## src/rtl/event_broker_mc.sv

```systemverilog
// event_broker_mc: multi-channel message broker with a buffered response path.
// Consumes inbound AXI-Stream messages; type 0 responses are queued in a FIFO
// and replayed on AXIS_OUT, type 1 events raise one-cycle per-channel strobes
// and bump saturating counters, and anything else pulses bad_msg.
// Ports:
//   clk, resetn              clock, asynchronous active-low reset
//   AXIS_IN_*                inbound message stream (TREADY registered-state only)
//   AXIS_OUT_*               response stream, head of the response FIFO
//   event_strobe, bad_msg    registered one-cycle pulses per accepted message
//   cnt_sel, cnt_value       combinational per-channel counter readback
//   cnt_clear                synchronous clear of all counters
//   rsp_level                response FIFO occupancy
module event_broker_mc #(
    parameter int DATA_WIDTH  = 256,
    parameter int EVENT_COUNT = 8,
    parameter int RSP_DEPTH   = 4,
    parameter int CNT_WIDTH   = 16
) (
    input  logic                         clk,
    input  logic                         resetn,
    input  logic [DATA_WIDTH-1:0]        AXIS_IN_TDATA,
    input  logic                         AXIS_IN_TVALID,
    output logic                         AXIS_IN_TREADY,
    output logic [DATA_WIDTH-1:0]        AXIS_OUT_TDATA,
    output logic                         AXIS_OUT_TVALID,
    input  logic                         AXIS_OUT_TREADY,
    output logic [EVENT_COUNT-1:0]       event_strobe,
    output logic                         bad_msg,
    input  logic [7:0]                   cnt_sel,
    output logic [CNT_WIDTH-1:0]         cnt_value,
    input  logic                         cnt_clear,
    output logic [$clog2(RSP_DEPTH):0]   rsp_level
);
    localparam int PW = $clog2(RSP_DEPTH);
    localparam int LW = PW + 1;

    typedef enum logic {INIT, RUN} state_t;

    state_t                  state_q, state_d;
    logic [PW-1:0]           wr_ptr_q, wr_ptr_d, rd_ptr_q, rd_ptr_d;
    logic [LW-1:0]           level_q, level_d;
    logic [EVENT_COUNT-1:0]  event_strobe_q, event_strobe_d;
    logic                    bad_msg_q, bad_msg_d;
    logic [CNT_WIDTH-1:0]    cnt_q [EVENT_COUNT];
    logic [CNT_WIDTH-1:0]    cnt_d [EVENT_COUNT];
    logic [DATA_WIDTH-1:0]   mem [RSP_DEPTH];
    logic [7:0]              msg_type, evt;
    logic                    accept, push, pop, evt_ok;

    assign msg_type        = AXIS_IN_TDATA[DATA_WIDTH-1 -: 8];
    assign evt             = AXIS_IN_TDATA[7:0];
    assign evt_ok          = (evt != 8'd0) && (evt <= 8'(EVENT_COUNT));
    // Full is judged from the registered level only, so a pop in this cycle
    // cannot open the input side combinationally.
    assign AXIS_IN_TREADY  = (state_q == RUN) && (level_q != LW'(RSP_DEPTH));
    assign accept          = AXIS_IN_TVALID && AXIS_IN_TREADY;
    assign push            = accept && (msg_type == 8'd0);
    assign AXIS_OUT_TVALID = (level_q != '0);
    assign pop             = AXIS_OUT_TVALID && AXIS_OUT_TREADY;
    assign AXIS_OUT_TDATA  = mem[rd_ptr_q];
    assign rsp_level       = level_q;
    assign event_strobe    = event_strobe_q;
    assign bad_msg         = bad_msg_q;

    always_comb begin
        state_d   = RUN;
        wr_ptr_d  = wr_ptr_q + PW'(push);
        rd_ptr_d  = rd_ptr_q + PW'(pop);
        level_d   = level_q + LW'(push) - LW'(pop);
        bad_msg_d = accept && ((msg_type == 8'd1) ? !evt_ok : (msg_type != 8'd0));
        for (int k = 0; k < EVENT_COUNT; k++) begin
            event_strobe_d[k] = accept && (msg_type == 8'd1) && (evt == 8'(k + 1));
            // Clear wins over a same-cycle increment; increments stop at all-ones.
            cnt_d[k] = cnt_clear ? '0 :
                       (event_strobe_d[k] && (cnt_q[k] != '1)) ? cnt_q[k] + CNT_WIDTH'(1) :
                       cnt_q[k];
        end
    end

    always_comb begin
        cnt_value = '0;
        for (int k = 0; k < EVENT_COUNT; k++)
            if (cnt_sel == 8'(k)) cnt_value = cnt_q[k];
    end

    always_ff @(posedge clk or negedge resetn) begin
        if (!resetn) begin
            state_q        <= INIT;
            wr_ptr_q       <= '0;
            rd_ptr_q       <= '0;
            level_q        <= '0;
            event_strobe_q <= '0;
            bad_msg_q      <= 1'b0;
            for (int k = 0; k < EVENT_COUNT; k++) cnt_q[k] <= '0;
        end else begin
            state_q        <= state_d;
            wr_ptr_q       <= wr_ptr_d;
            rd_ptr_q       <= rd_ptr_d;
            level_q        <= level_d;
            event_strobe_q <= event_strobe_d;
            bad_msg_q      <= bad_msg_d;
            for (int k = 0; k < EVENT_COUNT; k++) cnt_q[k] <= cnt_d[k];
        end
    end

    // Payload storage needs no reset; validity is carried by level_q.
    always_ff @(posedge clk) begin
        if (push) mem[wr_ptr_q] <= AXIS_IN_TDATA;
    end
endmodule
```

## config.mk

```make
export PLATFORM = sky130hd
export DESIGN_NAME = event_broker_mc
export DESIGN_NICKNAME = d
export VERILOG_FILES = /design/src/rtl/event_broker_mc.sv
export SDC_FILE = /design/constraint.sdc
export NUM_CORES = 1
export LEC_CHECK = 0
export BUFFER_PORTS_ARGS = -buffer_cell sky130_fd_sc_hd__clkbuf_2
export CORE_ASPECT_RATIO = 0.8
export CORE_MARGIN = 8
export CORE_UTILIZATION = 45
export DETAILED_ROUTE_END_ITERATION = 8
export GPL_ROUTABILITY_DRIVEN = 1
export PLACE_DENSITY = 0.63
export SYNTH_ARGS = -nofsm -noshare
export SYNTH_HDL_FRONTEND = slang
export SYNTH_SLANG_ARGS = --single-unit
```

## constraint.sdc

```tcl
create_clock -name clk -period 31.8 [get_ports clk]
set_clock_uncertainty 0.1 [all_clocks]
set_input_delay 1.59 -clock clk [delete_from_list [all_inputs] [get_ports clk]]
set_output_delay 1.59 -clock clk [all_outputs]
set_load 0.03 [all_outputs]
```

# Word level (Yosys, flattened, before mapping)

Memories as Yosys holds them, arrays and structs flattened.
Cells that the tools add are included.
Widths: inputs -> output; s select.

Add/subtract/negate cells: 12
$lt $le $gt $ge: 1
Eq/ne operators: 25
Multiplexer cells: 27
Reduce and logical (&&, ||, !) cells: 37

Operators by type and width:

| kind                  | number |
|---|---|
| $mux 16               | 24 |
| $add 16x1->16 const B | 8 |
| $ne 16x16->1 const B  | 8 |
| $eq 8x3->1 const B    | 8 |
| $eq 8x2->1 const B    | 4 |
| $eq 8x1->1 const B    | 3 |
| $logic_and 1x1->1     | 23 |
| $logic_not 8->1       | 2 |
| $reduce_bool 2->1     | 8 |
| $reduce_bool 8->1     | 2 |
| $eq 8x4->1 const B    | 1 |
| $le 8x4->1 const B    | 1 |
| $add 2x1->2           | 2 |
| $add 3x1->3           | 1 |
| $mux 1                | 3 |
| $ne 3x3->1 const B    | 1 |
| $reduce_bool 3->1     | 1 |
| $sub 3x1->3           | 1 |
| $logic_not 1->1       | 1 |

Register bits: 145
Memory bits (writable): 1024
Input port bits: 269
Word-level logic and storage cells: 117
Memories kept: 1

Memories:

| memory | words | bits a word | rd ports | clocked after Yosys merged registers in | wr ports | line | RTL |
|---|---|---|---|---|---|---|---|
| mem    | 4     | 256         | 1        | 0                                       | 1        | 46   | `logic [DATA_WIDTH-1:0] mem [RSP_DEPTH];` |

# Depth between registers and ports, before layout

Gate-level depths: netlist of run 1.

Depth after elaboration: 9
Gate-level depth with buffers: 9
Mapped depth without buffers: 9

# Worst setup path before layout of run 1

OpenSTA, ideal clock, no wires.

Path type: in2reg
Start: in AXIS_IN_TDATA[252]
End: mem mem[1][0], enable pin
Setup time: 1.239 ns
Data arrival time: 21.078 ns
Required time: 30.461 ns
Path slack: 9.383 ns
Stages: 4
Buffers on the path: 0
Cell sequence: nor4_2 -> nand3_1 -> or3_1 -> nor3b_1

Cells in the longest elaborated chain, start to end: 4

Ends and longest elaborated chain:

| what                         | line | RTL |
|---|---|---|
| from (decl)                  | 21   | `input logic [DATA_WIDTH-1:0] AXIS_IN_TDATA,` |
| $logic_not 8->1              | 57   | `assign push = accept && (msg_type == 8'd0);` |
| $logic_and 1x1->1            | 57   |  |
| $mux 1                       | 108  | `if (push) mem[wr_ptr_q] <= AXIS_IN_TDATA;` |
| $mux 1 (not written as such) | 108  |  |
| to (decl)                    | 46   |  |

No other way between the ends.

# Worst setup path in the final report of run 1

Start: in AXIS_IN_TDATA[252]
End: mem mem[3][61], enable pin

The elaborated chain is that of the path after synthesis.

==> out/qor.yml, run 1 <==
logic_synthesis:
  avgSynthCellArea_um2: 19.7
  synth-main-ff-cell: "edfxtp_1"
  synth_edf_count: 1024
  seq_area_frac_synth: 0.753
  async_flop_share: 0.124
  ys_types: 62
  synth_nets: 2597
  yosys-top-cells-count: "edfxtp_1, mux4_2, dfrtp_1, a21oi_1, o21ai_0"
  synthCells: 2315
  synthTopCellsByArea: "edfxtp_1, mux4_2, dfrtp_1, a21oi_1, or3_1"
  synth_area_mm2: 0.0457
  ys_ff_latch: 1169
  synth_area_leader_cell: "edfxtp_1"
  synth_top_area_frac: 0.674
  ys_warn_count: 0
  yosysMostFrequentCell: "edfxtp_1"
route:
  via_count: 24900
  drc: 0
  drt_iter0_markers: 2195
  dr.pass1.iters: 5
  wl_per_cell_um: 25.7
  ant_nets: 0
  totalWireLength_um: 111000
  vias_per_cell: 5.73
sta:
  rsz0062_at_grt: "no"
  worst_pin_slew_ns: 1.30
  min_period_ns: 6.38
  finalMaxSlewViolations: 0
  hold_viol: 0
  finalSetupViolCount: 0
  slew_headroom: 0.133
  max_freq_mhz: 157
  tns_ns: 0
  fin_crit_sh: 0.201
  fin_hold_ws_ns: 0.471
clock_network:
  cts_buffers: 112
  cts_tree: "done"
  clock_path_buffers: 3
  root_buffer: "clkbuf_16"
  clock_sinks: 1169
  postCtsSetupBuffers: 0
  clkLatencyLatePin_ns: 0.70
  cts-resized-gates: 0
  h-tree-depth: 3
  clk_pin_slew_worst_paths_ns: 0.06
  cts_hold_repair.buffers: 0
power:
  p_int_mw: 2.86
  power_frac_seq: 0.408
  peakVddDrop_mv: 0.0604
  pwr-share-clk: 0.321
  power_mw: 4.20
  power_leakage_nw: 18.5
  pwr-share-comb: 0.272
  p_sw_mw: 1.35
  p_sw_frac: 0.320
  p_per_area_mw_per_mm2: 78.2
floorplan:
  die_x_um: 372
  std_cell_rows: 104
  core_mm2: 0.101
  fp.dieH_um: 301
  initial_utilization: 0.454
  dieArea_mm2: 0.112
  io_pins: 555
critical_path:
  path_class: "primary input to flip-flop"
  crit_fanout: 67
  crit_path_end_kind: "flip-flop"
  critPathRequiredTime_ns: 32.03
  cp-start-kind: "primary input"
  worstPathArrival_ns: 6.61
cells_and_area:
  fill_cells: 7826
  nets: 3183
  fin_cells: 4335
  layout-drive-gt1-share: 0.353
  synthToLayoutAreaGrowth_pct: 17.8
  fin_util: 0.535
global_route:
  grt_usage: 0.193
  antenna_found_initial: 21
  grt_max_degree: 164
  grt_pass1_wl_um: 163000
  grt_pass1_vias: 25200
  grt-ovfl-total: 0
placed_design:
  dp_hpwl_um: 72500
  portBuffers: 554
  dp.cells: 4112
  gp_congestion: 0.849
run:
  drv_cap: 0
outcome:
  status: "complete, no violations"
hold_path:
  min_path_type: "flip-flop to flip-flop"
## registers in the layout, indices dropped and copies added (netlist names)
| register | cells |
|---|---|
| mem | 1024 |
| rsp_level | 3 |
| event_strobe | 8 |
| rd_ptr_q | 2 |
| cnt_q | 128 |
| wr_ptr_q | 2 |
| state_q | 1 |
| bad_msg | 1 |
## per-layer routing
layer | up-vias | GRT usage | part of all wire | wire length, um
met2 | 939 | 0.313 | 0.49 | 55000
met1 | 12900 | 0.257 | 0.40 | 44500
met3 | 192 | 0.0493 | 0.078 | 8660
met4 | 18 | 0.0601 | 0.027 | 3030
met5 | - | 0 | 0.00093 | 104
li1 | 10800 | - | - | -
## critical path: stages
cell and delay (ns):
clkbuf_2 0.18, nor4_2 0.99, nand3_1 0.23, or3_1 0.50, inv_1 0.15, and3_4 0.48, buf_4 0.64, buf_4 0.77
buf_4 0.91
## final timing paths
path | start | end | slack, ns | cells past startpoint
setup / recovery | AXIS_IN_TDATA[252] | mem[3][61]$_DFFE_PP_ | 25.42 | 9
hold / removal | cnt_q[58]$_DFFE_PN0P_ | cnt_q[58]$_DFFE_PN0P_ | 0.47 | 2
setup reg to reg | rsp_level[1]$_DFF_PN0_ | mem[3][61]$_DFFE_PP_ | 26.76 | 8
hold reg to reg | cnt_q[58]$_DFFE_PN0P_ | cnt_q[58]$_DFFE_PN0P_ | 0.47 | 2
max in group asynchronous | resetn | cnt_q[67]$_DFFE_PN0P_ | 29.32 | 2
min in group asynchronous | resetn | event_strobe[1]$_DFF_PN0_ | 0.84 | 1
## cell type report
| cell class | instances | area [um2] | area share |
|---|---|---|---|
| Inverter | 20 | 75.1 | 0.00140 |
| Sequential cell | 1169 | 34400 | 0.640 |
| Multi-Input combinational cell | 1020 | 10800 | 0.201 |
| Clock buffer | 131 | 2910 | 0.0540 |
| Clock inverter | 79 | 858 | 0.0160 |
| Tap cell | 1325 | 1660 | 0.0308 |
| Antenna cell | 13 | 32.5 | 0.000605 |
| Timing Repair Buffer | 578 | 3020 | 0.0562 |
## cells by family after synthesis
kind of cell / share of synthesized area
xor gates and xnor gates: 0.00384
other: 0.0000821
and+or+nand+nor: 0.0547
DFF: 0.753
AOI/OAI and AO/OA: 0.0295
buffers and inverters: 0.0104
adders and majority gates: 0.00373
muxes: 0.145
## per-stage QoR
stage               area (um2)  setup slack (ns)
floorplan                45700              9.38
global placement         50000             24.64
detailed placement       50000             24.61
CTS                      53700             25.36
global route             53800             25.16
finish                   53800             25.42
## power groups by stage
stage / Clock (mW) / Sequential [mW] / Combinational [mW]
6_report: 1.35 / 1.71 / 1.14
5_1_grt: 1.44 / 1.72 / 1.20
4_1_cts: 1.38 / 1.72 / 1.17
3_5_place_dp: 0 / 1.75 / 1.17
3_3_place_gp: 0 / 1.75 / 1.16
2_1_floorplan: 0 / 1.71 / 0.831
## layout by cell type, fill, tap and decap left out, types with 24 or more instances in the layout
master     Yosys  routed
edfxtp_1    1024    1024
or3_1         70      70
nand4_1       51      51
nor2_1        62      61
o21ai_0       82      82
or4_1         25      25
clkinv_1       0      32
clkbuf_2       0     552
mux2i_1       24      24
a21oi_1       89      89
clkbuf_16      0     113
nand2_1       60      60
mux4_2       273     273
nand3_1       50      50
dfrtp_1      145     143
Note: power is estimated with default switching activity, not from simulation.
==> run 2: changes to the inputs <==
clock period = 6.1 ns   (was 31.8 ns; I/O delays follow)
==> out/qor.yml, run 2 (same netlist as run 1, synthesis figures left out) <==
global_route:
  grt_max_degree: 158  # -3.7%
  grt_pass1_vias: 26500  # +5.6%
  grt-ovfl-total: 0  # unchanged
  grt_usage: 0.194  # +0.00152
  grt_pass1_wl_um: 166000  # +2.3%
  antenna_found_initial: 14  # -33%
route:
  drt_iter0_markers: 2110  # -3.9%
  drc: 0  # unchanged
  vias_per_cell: 5.60  # -2.3%
  via_count: 25700  # +3.5%
  wl_per_cell_um: 24.3  # -5.3%
  dr.pass1.iters: 6  # +1
  totalWireLength_um: 112000  # +0.30%
  ant_nets: 0  # unchanged
critical_path:
  cp-start-kind: "primary input"
  path_class: "primary input to flip-flop"
  worstPathArrival_ns: 4.42  # -2.19 ns
  cp_cell_sequence: "dlygate4sd3_1, clkbuf_2, nor4_1, nand4_1, a311o_1, or4_1, a21oi_1"
  worst-path-buf-inv: 2  # -3
  crit_path_end_kind: "flip-flop"
  cpMaxStageDelayCell: "nor4_1"
  max_stage_delay_ns: 0.93  # -0.06 ns
  critPathRequiredTime_ns: 6.59  # -25.44 ns
  crit_fanout: 24  # -64%
  critPathTopFamily: "simple AND/OR/NAND/NOR gates"
cells_and_area:
  final_area_mm2: 0.0564  # +4.9%
  synthToLayoutAreaGrowth_pct: 23.5
  multi_input_area_mm2: 0.0109  # +0.24%
  final_common_cell: "edfxtp_1"
  largest-register: "mem"
  fill_cells: 7647  # -2.3%
  nets: 3444  # +8.2%
  layout-drive-gt1-share: 0.329  # -0.0236
  seq_area_mm2: 0.0344  # about the same
  largest_reg_flops: 1024  # unchanged
  final_cell_mix: "edfxtp_1, clkbuf_2, mux4_2"
sta:
  min_period_ns: 3.93
  fin_hold_ws_ns: 0.0674  # -0.404 ns
  rsz0062_at_grt: "no"
  finalSetupViolCount: 0  # unchanged
  fin_crit_sh: 0.644
  hold_viol: 0  # unchanged
  finalMaxSlewViolations: 0  # unchanged
  slew_headroom: 0.148  # +0.0147
  setup_ws_ns: 2.17  # -23.25 ns
  worst_pin_slew_ns: 1.28  # -0.0220 ns
  max_freq_mhz: 255
  tns_ns: 0  # unchanged
clock_network:
  h-tree-depth: 3  # unchanged
  clock_sinks: 1169  # unchanged
  clock_path_buffers: 3  # unchanged
  root_buffer: "clkbuf_16"
  cts_tree: "done"
  clkLatencyLatePin_ns: 0.68  # -0.02 ns
  cts_buffers: 111  # -0.89%
  clk_pin_slew_worst_paths_ns: 0.06  # about the same
  cts-resized-gates: 0  # unchanged
placed_design:
  dp_slack_ns: 2.20  # -22.40 ns
  gp_congestion: 0.859  # +1.3%
  place_area_mm2: 0.0501  # +0.30%
  portBuffers: 554  # unchanged
  dp_hpwl_um: 72000  # -0.70%
run:
  drv_cap: 0  # unchanged
hold_path:
  min_path_type: "primary input to flip-flop"
floorplan:
  dieArea_mm2: 0.112  # unchanged
  initial_utilization: 0.454  # unchanged
  core_mm2: 0.101  # unchanged
  die_x_um: 372  # unchanged
  std_cell_rows: 104  # unchanged
  fp.dieH_um: 301  # unchanged
  io_pins: 555  # unchanged
power:
  peakVddDrop_mv: 0.352  # +480%
  p_per_area_mw_per_mm2: 389  # +400%
  power_leakage_nw: 19.6  # +5.9%
outcome:
  status: "complete, no violations"
-- run 2: final timing paths --
path | startpoint | to | slack [ns] | depth (start not counted)
worst max-delay path | AXIS_IN_TDATA[5] | cnt_q[106]$_DFFE_PN0P_ | 2.17 | 7
worst min-delay path | cnt_clear | cnt_q[14]$_DFFE_PN0P_ | 0.07 | 2
worst max register to register | rsp_level[2]$_DFF_PN0_ | cnt_q[75]$_DFFE_PN0P_ | 2.69 | 5
worst min register to register | rsp_level[2]$_DFF_PN0_ | rsp_level[2]$_DFF_PN0_ | 0.41 | 1
max in group asynchronous | resetn | rd_ptr_q[1]$_DFF_PN0_ | 4.36 | 3
min in group asynchronous | resetn | event_strobe[0]$_DFF_PN0_ | 0.18 | 2
-- run 2: where the power goes --
group	leakage, nW	switching [mW]	total (mW)	internal, mW
sequential	11.2	0.142	8.87	8.72
combinational	6.57	3.91	6.19	2.28
clock	1.79	2.98	6.86	3.87
total	19.6	7.04	21.9	14.9
-- run 2: final cells by class --
class,instances,share of cell area
Antenna cell,10,0.000444
Clock buffer,132,0.0512
Clock inverter,76,0.0135
Inverter,20,0.00133
Multi-Input combinational cell,1020,0.193
Sequential cell,1169,0.610
Tap cell,1325,0.0294
Timing Repair Buffer,840,0.102
-- run 2: layer usage --
metal | part of all wire | global-route usage
met3 | 0.069 | 0.0397
met2 | 0.50 | 0.323
met1 | 0.40 | 0.260
met5 | 0.00031 | 0
met4 | 0.028 | 0.0589
-- run 2: what timing repair did --
| item | in CTS | in global routing |
|---|---|---|
| setup buffers | 0 | 0 |
| hold buffers | 258 | 0 |
| endpoints found under the hold margin | 1124 | 0 |
-- run 2: metrics by stage --
stage          utilization  std cells  total power, mW
2_1_floorplan            -       2315             13.3
3_3_place_gp         0.498       4116             15.2
3_5_place_dp         0.498       4116             15.2
4_1_cts              0.560       4582             22.2
5_1_grt              0.560       4590             22.7
6_report             0.561       4592             21.9
